`src/rtl/noc_local_if.sv`:
```
// Core/router-facing signal bundle of the local network interface.
// slave: the interface block itself; master: the core/router environment around it.
interface noc_local_if #(
    parameter int unsigned datawidth   = 25,
    parameter int unsigned packetwidth = 55
);
    // TX: core -> interface -> router local input
    logic                   coreTxValid;
    logic                   coreTxReady;
    logic [5:0]             coreTxDest;
    logic [datawidth-1:0]   coreTxData;
    logic                   txReqDnStr;
    logic                   txGntDnStr;
    logic                   txDnStrFull;
    logic [packetwidth-1:0] txPacketOut;

    // RX: router local output -> interface -> core
    logic                   rxReqUpStr;
    logic                   rxGntUpStr;
    logic                   rxUpStrFull;
    logic [packetwidth-1:0] rxPacketIn;
    logic                   coreRxValid;
    logic                   coreRxReady;
    logic [5:0]             coreRxSrc;
    logic [datawidth-1:0]   coreRxData;
    logic [9:0]             coreRxLatency;
    logic [7:0]             misrouteCount;

    modport slave (
        input  coreTxValid, coreTxDest, coreTxData, txGntDnStr, txDnStrFull,
               rxReqUpStr, rxPacketIn, coreRxReady,
        output coreTxReady, txReqDnStr, txPacketOut, rxGntUpStr, rxUpStrFull,
               coreRxValid, coreRxSrc, coreRxData, coreRxLatency, misrouteCount
    );

    modport master (
        output coreTxValid, coreTxDest, coreTxData, txGntDnStr, txDnStrFull,
               rxReqUpStr, rxPacketIn, coreRxReady,
        input  coreTxReady, txReqDnStr, txPacketOut, rxGntUpStr, rxUpStrFull,
               coreRxValid, coreRxSrc, coreRxData, coreRxLatency, misrouteCount
    );
endinterface

```
`src/rtl/noc_local_interface.sv`:
```
// Network interface between a core and its router's local port: TX packetiser
// with a two-state req/gnt sender, RX FIFO receiver with latency and misroute stats.
module noc_local_interface #(
    parameter logic [5:0]  routerID    = 6'b000_000,
    parameter int unsigned packetwidth = 55,
    parameter int unsigned datawidth   = 25,
    parameter int unsigned rxAddrWidth = 2
) (
    input  logic      clk,
    input  logic      reset,
    noc_local_if.slave bus
);
    localparam int unsigned DEPTH    = 1 << rxAddrWidth;
    localparam int unsigned CNT_W    = rxAddrWidth + 1;
    localparam int unsigned DEST_LSB = packetwidth - 6;
    localparam int unsigned SRC_LSB  = packetwidth - 12;
    localparam int unsigned SEQ_LSB  = datawidth + 10;
    localparam int unsigned TS_LSB   = datawidth;

    typedef enum logic {IDLE, SEND} tx_state_t;

    tx_state_t              tx_state;
    tx_state_t              tx_next;
    logic                   tx_ready;
    logic                   tx_req;
    logic                   tx_load;
    logic [7:0]             seq;
    logic [9:0]             ts_cnt;
    logic [packetwidth-1:0] tx_packet;

    logic [packetwidth-1:0] mem [DEPTH];
    logic [rxAddrWidth-1:0] wr_ptr;
    logic [rxAddrWidth-1:0] rd_ptr;
    logic [CNT_W-1:0]       count;
    logic [7:0]             misroute;
    logic                   rx_full;
    logic                   rx_valid;
    logic                   push;
    logic                   pop;
    logic [packetwidth-1:0] head;
    logic                   unused_head_seq;

    // TX next-state and handshake outputs; everything held low during reset
    always_comb begin
        tx_next  = tx_state;
        tx_ready = 1'b0;
        tx_req   = 1'b0;
        tx_load  = 1'b0;
        if (!reset) begin
            case (tx_state)
                IDLE: begin
                    tx_ready = 1'b1;
                    if (bus.coreTxValid) begin
                        tx_load = 1'b1;
                        tx_next = SEND;
                    end
                end
                SEND: begin
                    tx_req = !bus.txDnStrFull;
                    if (tx_req && bus.txGntDnStr) begin
                        tx_next = IDLE;
                    end
                end
            endcase
        end
    end

    // TX state, sequence number, timestamp counter and packet register
    always_ff @(posedge clk) begin
        if (reset) begin
            tx_state  <= IDLE;
            seq       <= 8'd0;
            ts_cnt    <= 10'd0;
            tx_packet <= '0;
        end else begin
            tx_state <= tx_next;
            ts_cnt   <= ts_cnt + 10'd1;
            if (tx_load) begin
                tx_packet <= {bus.coreTxDest, routerID, seq, ts_cnt, bus.coreTxData};
                seq       <= seq + 8'd1;
            end
        end
    end

    assign bus.coreTxReady = tx_ready;
    assign bus.txReqDnStr  = tx_req;
    assign bus.txPacketOut = tx_packet;

    // RX handshake: full blocks the grant even if a pop happens this cycle
    assign rx_full  = (count == CNT_W'(DEPTH));
    assign rx_valid = (count != '0);
    assign push     = !reset && bus.rxReqUpStr && !rx_full;
    assign pop      = !reset && rx_valid && bus.coreRxReady;
    assign head     = mem[rd_ptr];

    // RX FIFO storage
    always_ff @(posedge clk) begin
        if (push) begin
            mem[wr_ptr] <= bus.rxPacketIn;
        end
    end

    // RX pointers, occupancy and saturating misroute counter
    always_ff @(posedge clk) begin
        if (reset) begin
            wr_ptr   <= '0;
            rd_ptr   <= '0;
            count    <= '0;
            misroute <= 8'd0;
        end else begin
            if (push) wr_ptr <= wr_ptr + 1'b1;
            if (pop)  rd_ptr <= rd_ptr + 1'b1;
            case ({push, pop})
                2'b10:   count <= count + 1'b1;
                2'b01:   count <= count - 1'b1;
                default: count <= count;
            endcase
            if (push && (bus.rxPacketIn[DEST_LSB +: 6] != routerID) && (misroute != 8'hFF)) begin
                misroute <= misroute + 8'd1;
            end
        end
    end

    // Sequence number is not reported to the core
    assign unused_head_seq = ^head[SEQ_LSB +: 8];

    assign bus.rxGntUpStr    = push;
    assign bus.rxUpStrFull   = !reset && rx_full;
    assign bus.coreRxValid   = !reset && rx_valid;
    assign bus.coreRxSrc     = reset ? 6'd0 : head[SRC_LSB +: 6];
    assign bus.coreRxData    = reset ? '0 : head[datawidth-1:0];
    assign bus.coreRxLatency = reset ? 10'd0 : ts_cnt - head[TS_LSB +: 10];
    assign bus.misrouteCount = misroute;
endmodule
```
`src/flat_wrapper.sv`:
```
// flat-port wrapper written by rule: the top's interface ports become plain ports
module noc_local_interface_flat 
#(
    parameter logic [5:0]  routerID    = 6'b000_000,
    parameter int unsigned packetwidth = 55,
    parameter int unsigned datawidth   = 25,
    parameter int unsigned rxAddrWidth = 2
)
  (clk, reset, bus_coreTxValid, bus_coreTxDest, bus_coreTxData, bus_txGntDnStr, bus_txDnStrFull, bus_rxReqUpStr, bus_rxPacketIn, bus_coreRxReady, bus_coreTxReady, bus_txReqDnStr, bus_txPacketOut, bus_rxGntUpStr, bus_rxUpStrFull, bus_coreRxValid, bus_coreRxSrc, bus_coreRxData, bus_coreRxLatency, bus_misrouteCount);
  noc_local_if #(.datawidth(datawidth), .packetwidth(packetwidth)) bus_i ();
  input  logic clk;
  input  logic reset;
  input wire logic [$bits(bus_i.coreTxValid)-1:0] bus_coreTxValid;
  input wire logic [$bits(bus_i.coreTxDest)-1:0] bus_coreTxDest;
  input wire logic [$bits(bus_i.coreTxData)-1:0] bus_coreTxData;
  input wire logic [$bits(bus_i.txGntDnStr)-1:0] bus_txGntDnStr;
  input wire logic [$bits(bus_i.txDnStrFull)-1:0] bus_txDnStrFull;
  input wire logic [$bits(bus_i.rxReqUpStr)-1:0] bus_rxReqUpStr;
  input wire logic [$bits(bus_i.rxPacketIn)-1:0] bus_rxPacketIn;
  input wire logic [$bits(bus_i.coreRxReady)-1:0] bus_coreRxReady;
  output wire logic [$bits(bus_i.coreTxReady)-1:0] bus_coreTxReady;
  output wire logic [$bits(bus_i.txReqDnStr)-1:0] bus_txReqDnStr;
  output wire logic [$bits(bus_i.txPacketOut)-1:0] bus_txPacketOut;
  output wire logic [$bits(bus_i.rxGntUpStr)-1:0] bus_rxGntUpStr;
  output wire logic [$bits(bus_i.rxUpStrFull)-1:0] bus_rxUpStrFull;
  output wire logic [$bits(bus_i.coreRxValid)-1:0] bus_coreRxValid;
  output wire logic [$bits(bus_i.coreRxSrc)-1:0] bus_coreRxSrc;
  output wire logic [$bits(bus_i.coreRxData)-1:0] bus_coreRxData;
  output wire logic [$bits(bus_i.coreRxLatency)-1:0] bus_coreRxLatency;
  output wire logic [$bits(bus_i.misrouteCount)-1:0] bus_misrouteCount;
  assign bus_i.coreTxValid = bus_coreTxValid;
  assign bus_i.coreTxDest = bus_coreTxDest;
  assign bus_i.coreTxData = bus_coreTxData;
  assign bus_i.txGntDnStr = bus_txGntDnStr;
  assign bus_i.txDnStrFull = bus_txDnStrFull;
  assign bus_i.rxReqUpStr = bus_rxReqUpStr;
  assign bus_i.rxPacketIn = bus_rxPacketIn;
  assign bus_i.coreRxReady = bus_coreRxReady;
  assign bus_coreTxReady = bus_i.coreTxReady;
  assign bus_txReqDnStr = bus_i.txReqDnStr;
  assign bus_txPacketOut = bus_i.txPacketOut;
  assign bus_rxGntUpStr = bus_i.rxGntUpStr;
  assign bus_rxUpStrFull = bus_i.rxUpStrFull;
  assign bus_coreRxValid = bus_i.coreRxValid;
  assign bus_coreRxSrc = bus_i.coreRxSrc;
  assign bus_coreRxData = bus_i.coreRxData;
  assign bus_coreRxLatency = bus_i.coreRxLatency;
  assign bus_misrouteCount = bus_i.misrouteCount;
  noc_local_interface #(.routerID(routerID), .packetwidth(packetwidth), .datawidth(datawidth), .rxAddrWidth(rxAddrWidth)) u_core (.clk(clk), .reset(reset), .bus(bus_i));
endmodule
```
`config.mk`:
```
export PLATFORM = sky130hd
export DESIGN_NAME = noc_local_interface_flat
export DESIGN_NICKNAME = d
export VERILOG_FILES = /design/src/rtl/noc_local_if.sv /design/src/rtl/noc_local_interface.sv /design/src/flat_wrapper.sv
export SDC_FILE = /design/constraint.sdc
export NUM_CORES = 1
export LEC_CHECK = 0
export CAP_MARGIN = 20
export CORE_ASPECT_RATIO = 1.2
export CORE_MARGIN = 5
export CORE_UTILIZATION = 30
export DETAILED_ROUTE_END_ITERATION = 7
export SLEW_MARGIN = 0
export SYNTH_ARGS = -nofsm -noshare
export SYNTH_HDL_FRONTEND = slang
export SYNTH_SLANG_ARGS = --single-unit
```
`constraint.sdc`:
```
create_clock -name clk -period 3.8 [get_ports clk]
set_input_delay 0.76 -clock clk [delete_from_list [all_inputs] [get_ports clk]]
set_output_delay 0.76 -clock clk [all_outputs]
set_load 0.01 [all_outputs]
```
==> results of run 1 <==
## final cells by class
| type | instances | area [µm²] | share of cell area (%) |
|---|---|---|---|
| clock buffer | 35 | 748 | 5.48 |
| clock inverter | 16 | 100 | 0.734 |
| inverter | 21 | 78.8 | 0.578 |
| multi-input combinational | 409 | 3370 | 24.7 |
| sequential | 249 | 6630 | 48.6 |
| tap | 450 | 563 | 4.13 |
| timing repair buffer | 218 | 2150 | 15.8 |
## state kept, by name, indices dropped and copies added (netlist names), 2 cells and up, named ones only
register                  cells
u_core.mem                  164
u_core.bus.txPacketOut       49
u_core.ts_cnt                10
u_core.bus.misrouteCount      8
u_core.seq                    8
u_core.count                  3
u_core.rd_ptr                 2
u_core.wr_ptr                 2
## synthesized netlist by cell type (2+ instances only)
master	instances	share of area [%]
nand2b_1	52	3.2
buf_1	8	0.30
and3_1	7	0.43
nor3b_2	2	0.25
or3_1	2	0.12
xor2_1	13	1.1
fa_1	2	0.40
buf_2	9	0.45
nor2b_1	35	2.2
and2_1	3	0.19
nand2_1	60	2.2
nor3b_1	3	0.22
clkbuf_1	19	0.71
xnor2_1	12	1.0
nand4_1	5	0.31
o21a_1	2	0.15
nor2_1	43	1.6
edfxtp_1	164	49
mux2_2	2	0.22
buf_4	6	0.45
mux4_2	41	9.2
or4_1	2	0.15
o21ai_0	54	2.7
dfxtp_1	85	17
mux2i_1	7	0.70
nor3_1	5	0.25
nand3_1	8	0.40
a21oi_1	7	0.35
inv_1	21	0.78
ha_1	17	2.1
## worst reg2reg max path, delay by kind of cell, from the launching register on
| kind | cells | cell delay, ns |
|---|---|---|
| simple gates | 3 | 0.99 |
| fa+ha+maj | 2 | 0.54 |
| flops | 1 | 0.35 |
| xor+xnor | 1 | 0.15 |
| buf+inv | 2 | 0.14 |
| compound gates | 1 | 0.14 |
## cell families after synthesis
logic type / Yosys count
multiplexers: 50
AND/OR/NAND/NOR: 234
adder cells (fa/ha/maj): 19
XOR/XNOR: 25
AO/OA/AOI/OAI: 75
buffers and inverters: 64
flip-flops: 249
other: 1
## power breakdown
group          internal (mW)  leakage, nW  total [mW]  switching, mW
Clock                   1.45        0.419        2.48           1.03
Sequential              2.98         2.18        3.02         0.0415
Combinational          0.378         1.99       0.680          0.302
## how the worst max path moves through the flow
stage	start	end	slack, ns	depth (start not counted)
6_report	flip-flop	bus_coreRxLatency[8]	-0.03	10
3_5_place_dp	flip-flop	bus_coreRxLatency[6]	-0.05	9
3_3_place_gp	flip-flop	bus_coreRxLatency[6]	-0.03	9
2_1_floorplan	flip-flop	bus_coreRxLatency[8]	0.33	10
4_1_cts	flip-flop	bus_coreRxLatency[8]	-0.13	10
5_1_grt	flip-flop	bus_coreRxLatency[8]	-0.16	10
## metrics by stage
step,instances,cell area (µm²)
floorplan,722,10100
global placement,1343,12600
detailed placement,1343,12600
CTS,1397,13600
global route,1398,13600
finish,1398,13600
## timing repair
item	CTS	global route
pin swaps	7	4
gates resized for setup	41	17
buffers inserted	3	1
setup endpoints to repair	6	15
## metal layers
metal	part of all wire, %	wire, µm
met5	0.058	13
met4	1.3	297
met1	43	9690
met3	8.1	1800
met2	47	10500
==> impl_metrics.json, run 1 <==
{
  "run_status": "finished, violations left",
  "failed_checks": "negative setup slack",
  "cts_hold_buffers": 0,
  "m1_gr_usage_pct": 15.0,
  "synthAdderAreaFrac_pct": 2.51,
  "postRouteAntennaNets": 0,
  "die_height_um": 211,
  "port_buffers": 187,
  "top_usage_layer": "met2",
  "routed-via-count": 6134,
  "tritoncts": "done",
  "grt_start_max_net_pins": 58,
  "hold_viol": 0,
  "placement.setup.worst_slack_ns": -0.0460,
  "hold_start": "u_core.bus.txPacketOut[27]",
  "synth_simple_gate_area_share_pct": 12.2,
  "synth_xor_area_share_pct": 2.17,
  "nFillCells": 3105,
  "worstPathMaxFanout": 5,
  "maximum_operating_frequency_mhz": 261,
  "bufs_and_invs_on_worst_path": 3,
  "critical_path.slowest_cell": "mux4_2",
  "layout.cells.most_common_list": "clkdlybuf4s50_1, edfxtp_1, dfxtp_1",
  "postLayoutCoreUtil_pct": 41.2,
  "final_layout_size_suffix_gt1_share_pct": 16.6,
  "period_needed_ns": 3.83,
  "worst-setup-path-type": "flip-flop to output pin",
  "clockBufferDepth": 3,
  "max_incr_delay_on_cp_ns": 0.49,
  "synth_compound_gate_area_share_pct": 4.40,
  "drt_iter0_markers": 167,
  "critical_path.cell_chain": "buf_12 -> mux4_2 -> inv_2 -> ha_4 -> nand2b_4 -> a21oi_4 -> or4_4 -> a31oi_4 -> mux2_4 -> buf_6",
  "groute.usage.overall_pct": 11.7,
  "timing.final.crit_share_pct": 101,
  "yosys.cell_types.count": 51,
  "final.setup.tns_ns": -0.0288,
  "post-route-drc-count": 0,
  "worst_r2r_path_depth": 9,
  "groute.layer.met3.usage_pct": 3.56,
  "core_area_um2": 33200,
  "routedWlPerCell_um": 16.0,
  "ys_seq_elements": 249,
  "grt_first_pass_wirelength_mm": 34.9,
  "final.hold.worst_slack_ns": 0.472,
  "place.gp.congestion": 0.725,
  "yosysSeqAreaShare_pct": 65.8,
  "row_count": 73,
  "post-dp-hpwl_mm": 14.5,
  "leakage_power_nw": 4.59,
  "worst_hold_path_cell_count": 2,
  "dieWidth_um": 177,
  "ys.flop_type": "edfxtp_1",
  "crit-reg2reg-launch": "u_core.count[2]",
  "antenna_violations_before_repair": 1,
  "synthesized_area_per_cell_um2": 14.0,
  "mostFrequentLayoutCell": "clkdlybuf4s50_1",
  "finClkSkew_ns": 0.00850,
  "fin_total_pwr_mw": 6.18,
  "ioPinCount": 202,
  "r2r_slack_ns": 1.41,
  "syn_inst": 717,
  "vdd_drop_max_uv": 364,
  "clk_pin_slew_worst_paths_ns": 0.06,
  "cellPowerDensity_nw_per_um2": 453,
  "rsz0062_at_grt": "true",
  "synth_enable_flop_cells": 164,
  "global_route.overflow_total": 0,
  "worst_skew_pair.late_latency_ns": 0.54,
  "kind_of_end_point_of_the_critical_path": "output pin",
  "final-max-slew-violation-count": 0,
  "antenna_cells": 0,
  "mappedNetlistArea_um2": 10100,
  "worst-endpoint-arrival_ns": 3.07,
  "cts_buffers": 28,
  "route.detailed.vias_per_inst": 4.39,
  "global_route.usage.met2_pct": 19.5,
  "r2r-end": "u_core.count[2]",
  "die_area_um2": 37300,
  "clock_tree.htree_level_count": 1,
  "synth_top_family_by_area": "simple AND/OR/NAND/NOR gates",
  "cts-root-buf": "clkbuf_16",
  "yosys_warnings": 0,
  "clock-sinks": 249,
  "ys_async_sr_fraction_pct": 0,
  "dr.pass1.iters": 6,
  "required_ns": 3.04,
  "worst-slew-pin-transition_ns": 0.640,
  "grt_pass1_vias": 6454,
  "timing.critical_path.max_delay_family": "multiplexers",
  "initial_core_util_pct": 30.4,
  "critical_path.startpoint_type": "flip-flop",
  "design.final.nets": 1039,
  "setup_ws_ns": -0.0288,
  "setup_viol_count_final": 1,
  "synth.area.mux_share_pct": 10.1,
  "max_slew_margin_pct": 57.3,
  "max-cap-violations": 0,
  "synthToLayoutAreaGrowth_pct": 35.5,
  "whs_endpoint": "u_core.bus.txPacketOut[27]",
  "hold_path.class": "flip-flop to flip-flop",
  "wirelength_mm": 22.3
}
No activity file was read; power rests on OpenSTA's default activity.
==> run 2, diff against run 1 <==
--- a/config.mk
+++ b/config.mk
@@ -10,6 +10,7 @@
 export CORE_MARGIN = 5
 export CORE_UTILIZATION = 30
 export DETAILED_ROUTE_END_ITERATION = 7
+export PLACE_DENSITY_LB_ADDON = 0.3
 export SLEW_MARGIN = 0
 export SYNTH_ARGS = -nofsm -noshare
 export SYNTH_HDL_FRONTEND = slang
==> run 2 against run 1 <==
The flow still finishes with violations (negative setup slack). Clock power up 3%. Flip-flop and latch count unchanged. Sequential power about the same. Critical path type unchanged. Setup slack worse by 0.017 ns. Critical path depth unchanged. Utilization about the same.
==> impl_metrics.json, run 2 (synthesis results as in run 1) <==
{
  "run_status": "finished, violations left",
  "failed_checks": "negative setup slack",
  "required_ns": 3.04,
  "drt_iter0_markers": 164,
  "port_buffers": 187,
  "design.final.nets": 1038,
  "global_route.overflow_total": 0,
  "finalNonFillerCells": 1397,
  "row_count": 73,
  "wirelength_mm": 22.3,
  "groute.usage.overall_pct": 11.5,
  "cts_buffers": 27,
  "rsz0062_at_grt": "true",
  "setup_ws_ns": -0.0461,
  "worst-setup-path-type": "flip-flop to output pin",
  "hold_start": "u_core.bus.txPacketOut[32]",
  "max_slew_margin_pct": 55.3,
  "period_needed_ns": 3.85,
  "worst_skew_pair.late_latency_ns": 0.54,
  "dieWidth_um": 177,
  "vdd_drop_max_uv": 388,
  "synthToLayoutAreaGrowth_pct": 35.4,
  "route.detailed.vias_per_inst": 4.35,
  "critical_path.startpoint_type": "flip-flop",
  "r2r_slack_ns": 1.39,
  "finClkSkew_ns": 0.0132,
  "routedWlPerCell_um": 16.0,
  "clock_tree.htree_level_count": 1,
  "initial_core_util_pct": 30.4,
  "core_area_um2": 33200,
  "crit-reg2reg-launch": "u_core.count[2]",
  "grt_first_pass_wirelength_mm": 34.3,
  "mostFrequentLayoutCell": "clkdlybuf4s50_1",
  "final.hold.worst_slack_ns": 0.471,
  "placement.setup.worst_slack_ns": -0.0542,
  "clk_pin_slew_worst_paths_ns": 0.06,
  "cts-root-buf": "clkbuf_16",
  "worst-slew-pin-transition_ns": 0.670,
  "layout.cells.most_common_list": "clkdlybuf4s50_1, edfxtp_1, dfxtp_1",
  "final_layout_size_suffix_gt1_share_pct": 16.8,
  "multiInputGateArea_um2": 3350,
  "final-max-slew-violation-count": 0,
  "maximum_operating_frequency_mhz": 260,
  "dpl.cell_count": 1346,
  "ioPinCount": 202,
  "kind_of_end_point_of_the_critical_path": "output pin",
  "antenna_violations_before_repair": 1,
  "grt_start_max_net_pins": 65,
  "whs_endpoint": "u_core.bus.txPacketOut[32]",
  "postRouteAntennaNets": 0,
  "nFillCells": 3106,
  "grt_pass1_vias": 6316,
  "leakage_power_nw": 4.57,
  "post-dp-hpwl_mm": 14.6,
  "max-cap-violations": 0,
  "clockBufferDepth": 3,
  "hold_path.class": "flip-flop to flip-flop",
  "post-route-drc-count": 0,
  "cts_hold_buffers": 0,
  "worst_hold_path_cell_count": 2,
  "r2r-end": "u_core.count[2]",
  "cellPowerDensity_nw_per_um2": 458,
  "die_height_um": 211,
  "regArea_um2": 6630,
  "setup_viol_count_final": 2,
  "largest_reg_flops": 164,
  "dr.pass1.iters": 4,
  "routed-via-count": 6076,
  "worstPathMaxFanout": 6,
  "clock-sinks": 249,
  "worst-endpoint-arrival_ns": 3.09,
  "hold_viol": 0,
  "worst_r2r_path_depth": 9,
  "registers.top_by_ff_count": "u_core.mem",
  "place.gp.congestion": 0.689,
  "timing.final.crit_share_pct": 101,
  "die_area_um2": 37300,
  "tritoncts": "done"
}
run 2: changes by cell type in the layout (fill, tap and decap cells not counted), sizes merged, moves of 2 or more:
cell	previous run	this run
bufinv	1	3
clkbuf	36	31
clkinv	14	9
clkinvlp	1	4
inv	21	23
run 2: report_power, final:
group	internal, mW	leakage [nW]	switching [mW]	total (mW)
sequential	2.98	2.18	0.0391	3.01
combinational	0.372	1.98	0.298	0.670
clock	1.50	0.411	1.05	2.55
total	4.85	4.57	1.39	6.24
run 2: layer usage:
metal	vias to the layer above	global-route usage, %	wire length [µm]
met2	175	19.0	10400
met3	26	3.94	2030
met4	0	2.67	370
met5	-	0	0
li1	2988	-	-
met1	2887	14.6	9530
run 2: worst max path at each step:
stage | from | to | slack (ns) | cells after the start
2_1_floorplan | flip-flop | bus_coreRxLatency[8] | 0.33 | 10
3_3_place_gp | flip-flop | bus_coreRxLatency[6] | -0.05 | 9
3_5_place_dp | flip-flop | bus_coreRxLatency[6] | -0.05 | 9
4_1_cts | flip-flop | bus_coreRxLatency[8] | -0.13 | 10
5_1_grt | flip-flop | bus_coreRxLatency[8] | -0.17 | 10
6_report | flip-flop | bus_coreRxLatency[8] | -0.05 | 10
run 2: worst max-delay path: stages, from the launching register on:
cell and delay (ns):
dfxtp_4 0.41, buf_6 0.11, mux4_2 0.49, inv_2 0.08, ha_4 0.20, o21ai_2 0.06, a21oi_2 0.06, or4_4 0.50
a31oi_4 0.20, mux2_4 0.32, buf_6 0.13
run 2: metrics by stage:
| stage | util (%) | power [mW] | TNS [ns] | cell area (µm²) |
|---|---|---|---|---|
| after CTS | 40.9 | 6.35 | -0.344 | 13500 |
| after global placement | 37.9 | 3.72 | -0.0584 | 12600 |
| final | 41.1 | 6.24 | -0.0537 | 13600 |
| after detailed placement | 37.9 | 3.73 | -0.0665 | 12600 |
| after floorplan | - | 3.39 | 0 | 10100 |
| after global routing | 41.1 | 6.51 | -0.453 | 13600 |
run 2: repair_timing:
item,CTS,global route
setup buffers,2,0
setup endpoints to repair,6,10
pin swaps,8,5
resized for setup,40,18
run 2: layout make-up:
| cell class | instances | area share, % |
|---|---|---|
| flip-flops and latches | 249 | 48.7 |
| clock buffers | 31 | 5.07 |
| multi-input cells | 409 | 24.6 |
| repair buffers | 218 | 15.7 |
| inverters | 21 | 0.578 |
| diodes | 1 | 0.0184 |
| well taps | 450 | 4.13 |
| clock inverters | 18 | 1.28 |
